`config.mk`:
```
export PLATFORM = sky130hd
export DESIGN_NAME = instr_assembler_flat
export DESIGN_NICKNAME = d
export VERILOG_FILES = /design/src/rtl/instr_assembler_pkg.sv /design/src/rtl/instr_assembler_if.sv /design/src/rtl/instr_assembler_field_packer.sv /design/src/rtl/instr_assembler.sv /design/src/flat_wrapper.sv
export SDC_FILE = /design/constraint.sdc
export NUM_CORES = 1
export LEC_CHECK = 0
export CORE_ASPECT_RATIO = 1.75
export CORE_MARGIN = 3
export CORE_UTILIZATION = 38
export CTS_CLUSTER_SIZE = 40
export DETAILED_ROUTE_END_ITERATION = 10
export PLACE_DENSITY = 0.89
export SETUP_SLACK_MARGIN = 0.2
export SYNTH_ARGS = -nofsm -noshare
export SYNTH_HDL_FRONTEND = slang
export SYNTH_HIERARCHICAL = 1
export SYNTH_SLANG_ARGS = --single-unit
export TNS_END_PERCENT = 1
```
`constraint.sdc`:
```
create_clock -name clock_i -period 1.4 [get_ports clock_i]
set_input_delay 0.28 -clock clock_i [delete_from_list [all_inputs] [get_ports clock_i]]
set_output_delay 0.28 -clock clock_i [all_outputs]
set_load 0.005 [all_outputs]
```
`src/rtl/instr_assembler_pkg.sv`:
```
// -----------------------------------------------------------------------------
// instr_assembler_pkg
// Shared definitions for the instruction assembler:
//   - instruction field widths and bit positions of the 32-bit MIPS-style word
//   - R-type opcode constant
//   - FSM state encoding (also exported on the debug state port)
// -----------------------------------------------------------------------------
package instr_assembler_pkg;

    localparam int INSTR_W  = 32;
    localparam int OPCODE_W = 6;
    localparam int REG_W    = 5;
    localparam int FUNCT_W  = 6;
    localparam int IMM_W    = 16;

    localparam int OPCODE_MSB = 31;
    localparam int OPCODE_LSB = 26;
    localparam int RS_MSB     = 25;
    localparam int RS_LSB     = 21;
    localparam int RT_MSB     = 20;
    localparam int RT_LSB     = 16;
    localparam int RD_MSB     = 15;
    localparam int RD_LSB     = 11;
    localparam int SHAMT_MSB  = 10;
    localparam int SHAMT_LSB  = 6;
    localparam int FUNCT_MSB  = 5;
    localparam int FUNCT_LSB  = 0;
    localparam int IMM_MSB    = 15;
    localparam int IMM_LSB    = 0;

    // Every R-type instruction carries opcode 0; the operation lives in funct.
    localparam logic [OPCODE_W-1:0] OPCODE_RTYPE = '0;

    typedef enum logic [1:0] {
        ST_IDLE  = 2'd0,
        ST_WRITE = 2'd1,
        ST_FULL  = 2'd2
    } asm_state_e;

endpackage

```
`src/rtl/instr_assembler_if.sv`:
```
// -----------------------------------------------------------------------------
// instr_assembler_if
// Bundles the field-tuple input handshake and the memory write port.
//   Tuple side : in_valid, in_ready, in_rtype, opcode, rs, rt, rd, shamt,
//                funct, immediate
//   Write side : wr_en, wr_addr, wr_data, wr_ack
// Modports:
//   master - environment: offers tuples and acknowledges memory writes
//   slave  - the assembler
//
// Handshake rules: a tuple is transferred on a rising edge where in_valid and
// in_ready are both high. A write is transferred on a rising edge where wr_en
// and wr_ack are both high; wr_en/wr_addr/wr_data do not change until then.
// -----------------------------------------------------------------------------
interface instr_assembler_if
    import instr_assembler_pkg::*;
#(
    parameter int ADDR_W = 4
);
    logic                in_valid;
    logic                in_ready;
    logic                in_rtype;
    logic [OPCODE_W-1:0] opcode;
    logic [REG_W-1:0]    rs;
    logic [REG_W-1:0]    rt;
    logic [REG_W-1:0]    rd;
    logic [REG_W-1:0]    shamt;
    logic [FUNCT_W-1:0]  funct;
    logic [IMM_W-1:0]    immediate;

    logic                wr_en;
    logic [ADDR_W-1:0]   wr_addr;
    logic [INSTR_W-1:0]  wr_data;
    logic                wr_ack;

    modport master (
        output in_valid, in_rtype, opcode, rs, rt, rd, shamt, funct, immediate,
        output wr_ack,
        input  in_ready, wr_en, wr_addr, wr_data
    );

    modport slave (
        input  in_valid, in_rtype, opcode, rs, rt, rd, shamt, funct, immediate,
        input  wr_ack,
        output in_ready, wr_en, wr_addr, wr_data
    );

endinterface

```
`src/rtl/instr_assembler_field_packer.sv`:
```
// -----------------------------------------------------------------------------
// instr_field_packer
// Combinational encoder: instruction fields + format select -> 32-bit word.
// Inverse of the field decoder.
//   rtype_i   1 = R-type {opcode, rs, rt, rd, shamt, funct}
//             0 = I-type {opcode, rs, rt, immediate}
//   opcode_i, rs_i, rt_i, rd_i, shamt_i, funct_i, imm_i   field inputs
//   word_o    encoded instruction
// -----------------------------------------------------------------------------
module instr_field_packer
    import instr_assembler_pkg::*;
(
    input  logic                rtype_i,
    input  logic [OPCODE_W-1:0] opcode_i,
    input  logic [REG_W-1:0]    rs_i,
    input  logic [REG_W-1:0]    rt_i,
    input  logic [REG_W-1:0]    rd_i,
    input  logic [REG_W-1:0]    shamt_i,
    input  logic [FUNCT_W-1:0]  funct_i,
    input  logic [IMM_W-1:0]    imm_i,
    output logic [INSTR_W-1:0]  word_o
);

    always_comb begin
        word_o = '0;
        word_o[OPCODE_MSB:OPCODE_LSB] = opcode_i;
        word_o[RS_MSB:RS_LSB]         = rs_i;
        word_o[RT_MSB:RT_LSB]         = rt_i;
        if (rtype_i) begin
            word_o[RD_MSB:RD_LSB]       = rd_i;
            word_o[SHAMT_MSB:SHAMT_LSB] = shamt_i;
            word_o[FUNCT_MSB:FUNCT_LSB] = funct_i;
        end else begin
            // The low half is shared: rd/shamt/funct are ignored for I-type.
            word_o[IMM_MSB:IMM_LSB] = imm_i;
        end
    end

endmodule

```
`src/rtl/instr_assembler.sv`:
```
// -----------------------------------------------------------------------------
// instr_assembler
// Accepts instruction field tuples, encodes them into 32-bit words and writes
// them to consecutive addresses of an instruction memory of 2^ADDR_W words.
//
// Parameters:
//   ADDR_W      memory address width
//   START_ADDR  first write address after reset or clear
// Ports:
//   clock_i   rising-edge clock
//   reset_ni  asynchronous active-low reset
//   clear_i   synchronous restart of the write sequence (overrides all inputs)
//   bus       instr_assembler_if.slave (tuple handshake + memory write port)
//   count_o   words written since reset/clear
//   full_o    count_o == 2^ADDR_W
//   error_o   sticky illegal-tuple flag (0 unless ASM_CHECK_EN)
//   state_o   current FSM state (debug)
//
// Build option: define ASM_CHECK_EN to reject R-type tuples with a non-zero
// opcode (sets error_o, tuple discarded). Without it every tuple is written.
// -----------------------------------------------------------------------------
module instr_assembler
    import instr_assembler_pkg::*;
#(
    parameter int ADDR_W     = 4,
    parameter int START_ADDR = 0
) (
    input  logic               clock_i,
    input  logic               reset_ni,
    input  logic               clear_i,
    instr_assembler_if.slave   bus,
    output logic [ADDR_W:0]    count_o,
    output logic               full_o,
    output logic               error_o,
    output asm_state_e         state_o
);

`ifdef ASM_CHECK_EN
    localparam bit CheckEn = 1'b1;
`else
    localparam bit CheckEn = 1'b0;
`endif

    localparam logic [ADDR_W-1:0] StartAddr = ADDR_W'(START_ADDR);
    localparam logic [ADDR_W:0]   Depth     = (ADDR_W+1)'(1) << ADDR_W;

    asm_state_e         state_q;
    logic               in_ready_q;
    logic               wr_en_q;
    logic [ADDR_W-1:0]  wr_addr_q;
    logic [INSTR_W-1:0] wr_data_q;
    logic [ADDR_W:0]    count_q;
    logic               full_q;
    logic               error_q;

    logic [ADDR_W:0]    count_d;
    logic [ADDR_W-1:0]  wr_addr_d;
    logic [INSTR_W-1:0] packed_word;
    logic               tuple_illegal;

    instr_field_packer u_packer (
        .rtype_i  (bus.in_rtype),
        .opcode_i (bus.opcode),
        .rs_i     (bus.rs),
        .rt_i     (bus.rt),
        .rd_i     (bus.rd),
        .shamt_i  (bus.shamt),
        .funct_i  (bus.funct),
        .imm_i    (bus.immediate),
        .word_o   (packed_word)
    );

    // Address wraps naturally modulo 2^ADDR_W; fullness is judged on count only.
    assign count_d       = count_q + (ADDR_W+1)'(1);
    assign wr_addr_d     = wr_addr_q + ADDR_W'(1);
    assign tuple_illegal = CheckEn && bus.in_rtype && (bus.opcode != OPCODE_RTYPE);

    always_ff @(posedge clock_i or negedge reset_ni) begin
        if (!reset_ni) begin
            state_q    <= ST_IDLE;
            in_ready_q <= 1'b1;
            wr_en_q    <= 1'b0;
            wr_addr_q  <= StartAddr;
            wr_data_q  <= '0;
            count_q    <= '0;
            full_q     <= 1'b0;
            error_q    <= 1'b0;
        end else if (clear_i) begin
            // Abandons any pending write; no tuple is taken in this cycle.
            state_q    <= ST_IDLE;
            in_ready_q <= 1'b1;
            wr_en_q    <= 1'b0;
            wr_addr_q  <= StartAddr;
            count_q    <= '0;
            full_q     <= 1'b0;
            error_q    <= 1'b0;
        end else begin
            case (state_q)
                ST_IDLE: begin
                    if (bus.in_valid) begin
                        if (tuple_illegal) begin
                            error_q <= 1'b1;
                        end else begin
                            wr_data_q  <= packed_word;
                            wr_en_q    <= 1'b1;
                            in_ready_q <= 1'b0;
                            state_q    <= ST_WRITE;
                        end
                    end
                end
                ST_WRITE: begin
                    if (bus.wr_ack) begin
                        wr_en_q   <= 1'b0;
                        count_q   <= count_d;
                        wr_addr_q <= wr_addr_d;
                        if (count_d == Depth) begin
                            full_q  <= 1'b1;
                            state_q <= ST_FULL;
                        end else begin
                            in_ready_q <= 1'b1;
                            state_q    <= ST_IDLE;
                        end
                    end
                end
                ST_FULL: begin
                    // Parked until clear or reset.
                end
                default: begin
                    state_q    <= ST_IDLE;
                    in_ready_q <= 1'b1;
                    wr_en_q    <= 1'b0;
                end
            endcase
        end
    end

    assign bus.in_ready = in_ready_q;
    assign bus.wr_en    = wr_en_q;
    assign bus.wr_addr  = wr_addr_q;
    assign bus.wr_data  = wr_data_q;
    assign count_o      = count_q;
    assign full_o       = full_q;
    assign error_o      = error_q;
    assign state_o      = state_q;

endmodule

```
`src/flat_wrapper.sv`:
```
// flat-port wrapper written by rule: the top's interface ports become plain ports
module instr_assembler_flat import instr_assembler_pkg::*;
#(
    parameter int ADDR_W     = 4,
    parameter int START_ADDR = 0
)
  (clock_i, reset_ni, clear_i, count_o, full_o, error_o, state_o, bus_in_valid, bus_in_rtype, bus_opcode, bus_rs, bus_rt, bus_rd, bus_shamt, bus_funct, bus_immediate, bus_wr_ack, bus_in_ready, bus_wr_en, bus_wr_addr, bus_wr_data);
  instr_assembler_if #(.ADDR_W(ADDR_W)) bus_i ();
  input  logic clock_i;
  input  logic reset_ni;
  input  logic clear_i;
  output logic [ADDR_W:0] count_o;
  output logic full_o;
  output logic error_o;
  output asm_state_e state_o;
  input wire logic [$bits(bus_i.in_valid)-1:0] bus_in_valid;
  input wire logic [$bits(bus_i.in_rtype)-1:0] bus_in_rtype;
  input wire logic [$bits(bus_i.opcode)-1:0] bus_opcode;
  input wire logic [$bits(bus_i.rs)-1:0] bus_rs;
  input wire logic [$bits(bus_i.rt)-1:0] bus_rt;
  input wire logic [$bits(bus_i.rd)-1:0] bus_rd;
  input wire logic [$bits(bus_i.shamt)-1:0] bus_shamt;
  input wire logic [$bits(bus_i.funct)-1:0] bus_funct;
  input wire logic [$bits(bus_i.immediate)-1:0] bus_immediate;
  input wire logic [$bits(bus_i.wr_ack)-1:0] bus_wr_ack;
  output wire logic [$bits(bus_i.in_ready)-1:0] bus_in_ready;
  output wire logic [$bits(bus_i.wr_en)-1:0] bus_wr_en;
  output wire logic [$bits(bus_i.wr_addr)-1:0] bus_wr_addr;
  output wire logic [$bits(bus_i.wr_data)-1:0] bus_wr_data;
  assign bus_i.in_valid = bus_in_valid;
  assign bus_i.in_rtype = bus_in_rtype;
  assign bus_i.opcode = bus_opcode;
  assign bus_i.rs = bus_rs;
  assign bus_i.rt = bus_rt;
  assign bus_i.rd = bus_rd;
  assign bus_i.shamt = bus_shamt;
  assign bus_i.funct = bus_funct;
  assign bus_i.immediate = bus_immediate;
  assign bus_i.wr_ack = bus_wr_ack;
  assign bus_in_ready = bus_i.in_ready;
  assign bus_wr_en = bus_i.wr_en;
  assign bus_wr_addr = bus_i.wr_addr;
  assign bus_wr_data = bus_i.wr_data;
  instr_assembler #(.ADDR_W(ADDR_W), .START_ADDR(START_ADDR)) u_core (.clock_i(clock_i), .reset_ni(reset_ni), .clear_i(clear_i), .bus(bus_i), .count_o(count_o), .full_o(full_o), .error_o(error_o), .state_o(state_o));
endmodule
```
==> metrics <==
Routed WL per cell 16.0 µm; Post-Synthesis Cells 171; DIE HEIGHT 108 µm; multi-input logic area 1030 µm²; share of cells above drive strength 1 0.404; Vias/cell 4.73; status finished, violations left; RSZ-0062 raised after global routing yes; final setup vio count 34; first-pass GRT wire length 9090 µm; TritonCTS clock tree built; remaining antenna violation count 0; final wirelength 5720 µm; Clk Latency, worst-skew pair 0.28 ns; Layout area overhead 58.6%; Ports 101; distinct cell type count after synthesis 32; Worst setup EP type flop; hold crit path type input port to asynchronous set/reset pin; Crit path arrival time 1.64 ns; Remaining DRCs 0; Syn Nets 228; chip width 64.3 µm; reg2reg path depth 5; Power Density 925 nW/µm²; number of global-route vias before repair 1888; Yosys top cell area share 0.486; Clock Tree Buf Depth 2; TritonCTS Buffers 5; FF-to-FF Start u_core/bus.wr_en; commonest non-fill, non-tap cells in the layout clkdlybuf4s50_1, dfrtp_1, clkdlybuf4s15_1; clock skew 0.00789 ns; Slew Viols, Final 0; Setup TNS -2.05 ns; root buffer cell clkbuf_8; most common cell after layout, fill and taps aside clkdlybuf4s50_1; routed vias 1695; number of synthesized register bits 45; sequential fraction of the synthesis area 0.498; Setup CP Type flop to flop; crit start category flop; Tmin final 1.47 ns; H-tree Lvls 2; Lkg Pwr 1.59 nW; r2r setup slk -0.07 ns; synthesized area per cell 13.2 µm²; final antenna diode count 0; largest net degree at the start of global routing 27; VDD IR max 0.714 mV; setup slack after layout -0.0747 ns; dpl ws -0.371 ns; GPL Wtd Cong 0.802; clock slew at reported path FFs 0.08 ns; Layout Cells excl Fill 358; Port-buffer cells 99; Max-Cap Viols 0; Synth Warn # 6; CP max FO 10; filler cell count 461; clock sinks 45; Max Clock Freq 678 MHz; dpl cells 336; post-route clock period utilization 1.05; final net count 338; grt ovf 0; Req. time, crit path 1.56 ns; hold_ws 0.392 ns; final-report hold violation count 0; total power 3.32 mW; DRT Pass-1 Iters 3; worst r2r dst u_core/bus.wr_data[0]; GRT Util Overall 0.167; Die ar. 6950 µm²; num rows 36; Initial Util 0.399; most area-consuming cells after synthesis dfrtp_1, mux2_2, mux2_4; Storage cell area 1130 µm²; violated checks negative setup slack; Iter 0 DRT Violations 30; core box area 5680 µm²; initial antenna violation count 0; cell accounting for the most synthesized area dfrtp_1; HPWL after DPL 4270 µm; Post-Synthesis Cell Area 2260 µm²
==> worst max-delay path: stages (launching register included) <==
cell and delay (ns):
dfrtp_1 0.38, nand2b_4 0.15, nor3_4 0.20, buf_4 0.15, buf_12 0.12, mux2_2 0.34
==> state kept, by name (all words and copies together) (netlist names) <==
signal,cells
u_core/bus.wr_addr,4
u_core/bus.in_ready,1
u_core/count_o,5
u_core/state_o,1
u_core/full_o,1
u_core/bus.wr_en,1
u_core/bus.wr_data,32
==> how the worst max path moves through the flow <==
stage,to,startpoint,depth (start not counted),slack [ns]
global route,u_core/bus.wr_data[5],u_core/bus.wr_en,5,-0.14
finish,u_core/bus.wr_data[0],u_core/bus.wr_en,5,-0.07
detailed placement,u_core/bus.wr_data[31],bus_in_valid,5,-0.37
CTS,u_core/bus.wr_data[9],u_core/bus.wr_en,5,-0.08
floorplan,u_core/bus.wr_data[10],u_core/bus.wr_en,4,-0.07
global placement,u_core/bus.wr_data[18],bus_in_valid,5,-0.33
==> layer usage <==
| layer | part of all wire | GRT usage | vias to the layer above |
|---|---|---|---|
| li1 | - | - | 786 |
| met1 | 0.36 | 0.170 | 840 |
| met2 | 0.57 | 0.327 | 63 |
| met3 | 0.058 | 0.0385 | 6 |
| met4 | 0.011 | 0.0514 | 0 |
| met5 | 0 | 0 | - |
==> Yosys cell counts <==
cell,number
a211oi_1,1
a21boi_0,1
a21oi_1,3
a2bb2oi_1,1
and3b_1,1
buf_12,1
buf_2,1
buf_4,18
buf_6,4
clkbuf_1,1
conb_1,1
dfrtp_1,44
dfstp_2,1
ha_1,3
inv_1,2
mux2_2,39
mux2_4,10
nand2_1,6
nand2b_1,1
nand2b_4,1
nand3_1,1
nand3b_1,1
nand4_1,4
nor2_1,9
nor2b_1,1
nor3_1,1
nor3_4,1
o21ai_0,3
o32ai_1,1
or3_1,1
xnor2_1,4
xor2_1,4
==> power by group <==
part | internal (mW) | switching (mW) | total (mW)
sequential | 1.50 | 0.105 | 1.60
combinational | 0.663 | 0.309 | 0.972
clock | 0.355 | 0.393 | 0.748
==> per-stage QoR <==
stage          utilization  instance area [µm²]
2_1_floorplan            -                 2270
3_3_place_gp         0.583                 3310
3_5_place_dp         0.583                 3310
4_1_cts              0.624                 3540
5_1_grt              0.632                 3590
6_report             0.632                 3590
==> final cells by class <==
cell class | count | share of cell area
clock buffer | 8 | 0.0223
inverter | 2 | 0.00209
multi-input combinational | 99 | 0.288
sequential | 45 | 0.315
tap | 76 | 0.0265
timing repair buffer | 128 | 0.346
==> timing repair <==
| item | CTS | global route |
|---|---|---|
| setup buffers | 10 | 2 |
| hold endpoints to repair | 8 | 0 |
| pin swaps | 18 | 13 |
| cloned | 1 | 0 |
| hold buffers | 1 | 0 |
| gates resized for setup | 130 | 24 |
| setup endpoints to repair | 88 | 58 |
==> cell families (layout without fill, tap and decap cells) <==
kind of cell | Yosys count | after routing | share of synthesized area
xor gates and xnor gates | 8 | 8 | 0.0310
other | 1 | 1 | 0.00166
DFF | 45 | 45 | 0.498
adders and majority gates | 3 | 3 | 0.0166
muxes | 49 | 49 | 0.260
and+or+nand+nor | 28 | 28 | 0.0691
buffers and inverters | 27 | 138 | 0.0956
AOI/OAI and AO/OA | 10 | 10 | 0.0276
(Power assumes the default switching activity.)
